## config.mk

```make
export PLATFORM = sky130hd
export DESIGN_NAME = bf16_mult_arbiter
export DESIGN_NICKNAME = d
export VERILOG_FILES = /design/src/rtl/bf16_mult_arbiter.sv
export SDC_FILE = /design/constraint.sdc
export NUM_CORES = 1
export LEC_CHECK = 0
export ABC_AREA = 1
export BUFFER_PORTS_ARGS = -buffer_cell sky130_fd_sc_hd__buf_2
export CAP_MARGIN = 30
export CORE_UTILIZATION = 45
export CTS_CLUSTER_DIAMETER = 30
export DETAILED_ROUTE_END_ITERATION = 6
export PLACE_DENSITY = 0.86
export SLEW_MARGIN = 20
export SYNTH_ARGS = -nofsm -noshare
export SYNTH_HDL_FRONTEND = slang
export SYNTH_SLANG_ARGS = --single-unit
```

## constraint.sdc

```tcl
create_clock -name clk -period 5.3 [get_ports clk]
set_clock_uncertainty 0.2 [all_clocks]
set_input_delay 1.06 -clock clk [delete_from_list [all_inputs] [get_ports clk]]
set_output_delay 1.06 -clock clk [all_outputs]
set_load 0.01 [all_outputs]
```

## src/rtl/bf16_mult_arbiter.sv

```systemverilog
// rtl/bf16_mult_arbiter.sv - round-robin arbiter sharing one pipelined bf16 multiplier among NUM_REQ lanes
// Optional build macro BF16_ARB_FIXED_PRIO_EN selects fixed lowest-index-wins priority instead of round-robin.
module bf16_mult_arbiter #(
    parameter int NUM_REQ  = 4,
    parameter int MULT_LAT = 2,
    parameter int IDW      = 2
) (
    input  logic                   clk,
    input  logic                   rst_n,
    input  logic                   en,
    input  logic [NUM_REQ-1:0]     req_valid,
    output logic [NUM_REQ-1:0]     req_ready,
    input  logic [16*NUM_REQ-1:0]  req_a,
    input  logic [16*NUM_REQ-1:0]  req_b,
    output logic [15:0]            mul_a,
    output logic [15:0]            mul_b,
    input  logic [15:0]            mul_out,
    output logic [NUM_REQ-1:0]     resp_valid,
    output logic [15:0]            resp_data,
    output logic                   busy
);

    logic               gnt_any;
    logic [IDW-1:0]     gnt_id;
    logic               xfer;
    logic [MULT_LAT-1:0] tag_v_q;
    logic [IDW-1:0]     tag_id_q [MULT_LAT];
    logic [NUM_REQ-1:0] resp_valid_q, resp_valid_d;
    logic [15:0]        resp_data_q, resp_data_d;

`ifndef BF16_ARB_FIXED_PRIO_EN
    logic [IDW-1:0]     ptr_q, ptr_d;
`endif

    // Search upward from the rotating pointer (or from lane 0 in the fixed-priority build).
    always_comb begin
        logic [IDW-1:0] idx;
        gnt_any = 1'b0;
        gnt_id  = '0;
        idx     = '0;
        for (int k = 0; k < NUM_REQ; k++) begin
`ifdef BF16_ARB_FIXED_PRIO_EN
            idx = IDW'(k);
`else
            idx = IDW'((int'(ptr_q) + k) % NUM_REQ);
`endif
            if (!gnt_any && req_valid[idx]) begin
                gnt_any = 1'b1;
                gnt_id  = idx;
            end
        end
    end

    assign xfer = gnt_any & en;

    always_comb begin
        req_ready = '0;
        mul_a     = 16'h0000;
        mul_b     = 16'h0000;
        if (xfer) begin
            req_ready[gnt_id] = 1'b1;
            mul_a             = req_a[{gnt_id, 4'd0} +: 16];
            mul_b             = req_b[{gnt_id, 4'd0} +: 16];
        end
    end

`ifndef BF16_ARB_FIXED_PRIO_EN
    always_comb begin
        ptr_d = ptr_q;
        if (xfer) begin
            ptr_d = (gnt_id == IDW'(NUM_REQ - 1)) ? '0 : gnt_id + IDW'(1);
        end
    end

    always_ff @(posedge clk or negedge rst_n) begin
        if (!rst_n) begin
            ptr_q <= '0;
        end else begin
            ptr_q <= ptr_d;
        end
    end
`endif

    // Tag shift register mirrors the multiplier latency so the last stage lines up with mul_out.
    always_ff @(posedge clk or negedge rst_n) begin
        if (!rst_n) begin
            tag_v_q <= '0;
            for (int s = 0; s < MULT_LAT; s++) begin
                tag_id_q[s] <= '0;
            end
        end else begin
            tag_v_q[0]  <= xfer;
            tag_id_q[0] <= gnt_id;
            for (int s = 1; s < MULT_LAT; s++) begin
                tag_v_q[s]  <= tag_v_q[s-1];
                tag_id_q[s] <= tag_id_q[s-1];
            end
        end
    end

    always_comb begin
        resp_valid_d = '0;
        resp_data_d  = resp_data_q;
        if (tag_v_q[MULT_LAT-1]) begin
            resp_valid_d[tag_id_q[MULT_LAT-1]] = 1'b1;
            resp_data_d                        = mul_out;
        end
    end

    always_ff @(posedge clk or negedge rst_n) begin
        if (!rst_n) begin
            resp_valid_q <= '0;
            resp_data_q  <= 16'h0000;
        end else begin
            resp_valid_q <= resp_valid_d;
            resp_data_q  <= resp_data_d;
        end
    end

    assign resp_valid = resp_valid_q;
    assign resp_data  = resp_data_q;
    assign busy       = (|tag_v_q) | (|resp_valid_q);

endmodule

```

==> run metrics <==
status completed; Final #Nets 851; largest net degree at the start of global routing 42; CP Capture Type output port; most used routing layer met2; Vias/cell 5.09; setup violators final 0; min Tclk post-route roughly 4400 ps; Worst Tran Pin Value 734 ps; Starting Density around 46%; WL/cell 12.5 µm; Clock Sinks 28; syn_nets 669; Root Driver clkbuf_8; grt ovf 0; hold_buf cts 0; crit path DAT about 3200 ps; share of cells above drive strength 1 36.0%; overall power approximately 2700 µW; Hold Path Class register to register; Row Count 29; PostCTS Resize Cnt 0; most frequent cells in the layout 210 x nand2_1, 207 x buf_2, 91 x nand3_1; Total Routed Length around 9.7 mm; die area 0.00683 mm²; GR Util met2 between 40% and 50%; synthesized flop and latch total 28; Mapped Cells 517; CP Max Fanout 37; chip height 82.6 µm; max-slew violation count 0; H-tree depth 1; vias between 3,000 and 4,000; Syn-to-layout area delta 35.0%; achievable frequency 227 MHz; P_leak about 0.0026 µW; CTS buffer count 3; Clk Latency, worst-skew pair ~270 ps; most common cell after layout, fill and taps aside nand2_1; DRC viols 0; RePlAce Congestion 0.873; CP Launch Type primary input; Initial DRC Count between 200 and 250; I/O pins 208; CP required 4040 ps; P per Cell Area around 690 mW/mm²; met1 Use GR 33.4%; Yosys cell types 22; initial antenna violation count 0; Cell Area, Synth 0.00293 mm²; Worst-path clk slew around 80 ps; FF+latch area 701 µm²; vias in the first global route roughly 3,200; final period utilization 83.3%; Peak VDD IR 0.462 mV; total track usage 26.0%; Ant. Diodes 0; Placeable Area 0.00631 mm²; drt pass-1 iters 6; Max-Cap Viols 0; Post-DP HPWL 7.39 mm; GRT met3 Usage 3.08%; setup TNS 0 ps; RSZ-0062 raised after global routing false; fillers 600; Synth warnings 0; first-pass GRT wire length 14.0 mm; Die X 82.6 µm; CTS max path bufs 2; postcts setup bufs 0; Final Hold Fails 0; post-synthesis sequential area ratio 23.9%; Routed Antenna Nets 0; Port Buf Inserts 207; worst hold slack approximately 150 ps; Avg Cell Area, Syn 5.66 µm²; kind of critical path primary input to output port; Slew headroom 51.0%; Multi-input gate area ~0.0017 mm²; CTS tree yes
sequential cells by signal, summed over array words and instances, names as in the netlist:
name	cells
resp_data	16
ptr_q	2
tag_v_q	2
resp_valid	4
tag_id_q	4
stage by stage:
| stage | setup WS, ps | instances | util (%) | cell area [µm²] |
|---|---|---|---|---|
| after floorplan | 1720 | 517 | - | 2930 |
| after global placement | 934 | 771 | 61.9 | 3910 |
| after detailed placement | 898 | 771 | 61.9 | 3910 |
| after CTS | 893 | 774 | 62.6 | 3950 |
| after global routing | 622 | 774 | 62.6 | 3950 |
| final | 885 | 774 | 62.6 | 3950 |
area by class of cell:
type / instances / share of cell area [%]
tap: 77 / 2.44
clock buffer: 3 / 1.05
multi-input combinational: 374 / 43.4
timing repair buffer: 212 / 27.8
sequential: 28 / 17.7
inverter: 80 / 7.60
final timing paths:
kind	startpoint	to	depth (start not counted)	slack [ps]
min in group asynchronous	rst_n	resp_data[3]	1	580
worst min register to register	tag_id_q[2]	tag_id_q[0]	0	150
worst max-delay path	req_valid[3]	mul_b[8]	16	890
worst min-delay path	tag_id_q[2]	tag_id_q[0]	0	150
max in group asynchronous	rst_n	resp_valid[1]	1	3920
worst max register to register	ptr_q[0]	ptr_q[1]	13	2460
cells by family after synthesis:
logic type,synth area share [%]
AOI/OAI and AO/OA,7.27
adders and majority gates,0.427
and+or+nand+nor,50.8
DFF,23.9
buffers and inverters,17.5
layer usage:
layer,wire [µm],share of wire (%)
met1,3880,40
met2,4810,50
met3,804,8.3
met4,182,1.9
met5,0,0
cells in the mapped netlist:
library cell / instances / area [µm²]
nor4_1: 1 / 6.26
nand2_1: 210 / 788
clkbuf_1: 7 / 26.3
nor2_1: 4 / 15.0
dfrtp_1: 28 / 701
nand3_2: 10 / 100
nand2_4: 1 / 11.3
inv_2: 5 / 18.8
ha_1: 1 / 12.5
buf_2: 17 / 85.1
a21oi_2: 7 / 61.3
o22ai_1: 1 / 6.26
o21ai_1: 1 / 5.00
o21ai_0: 3 / 15.0
nand2_2: 11 / 68.8
nor3_1: 6 / 30.0
nand3_1: 91 / 455
nor2_2: 2 / 12.5
buf_4: 6 / 45.0
a21oi_1: 25 / 125
inv_1: 75 / 282
buf_6: 5 / 56.3
report_power, final:
part,switching (µW),internal (µW),leakage [µW]
Clock,59.3,50.9,0.0000216
Sequential,66.5,293,0.000346
Combinational,1490,782,0.00222
critical path, stage by stage:
cell and delay, ps:
buf_2 100, inv_1 60, nand2_1 70, nand3_1 140, nand2_1 80, nand2_1 70
nand2_1 80, nor2_2 100, nand2_2 300, nand2_2 160, buf_4 370, nand2_1 90
nand2_1 80, nand2_1 70, a21oi_2 150, buf_2 140
Note: power is estimated with default switching activity, not from simulation.
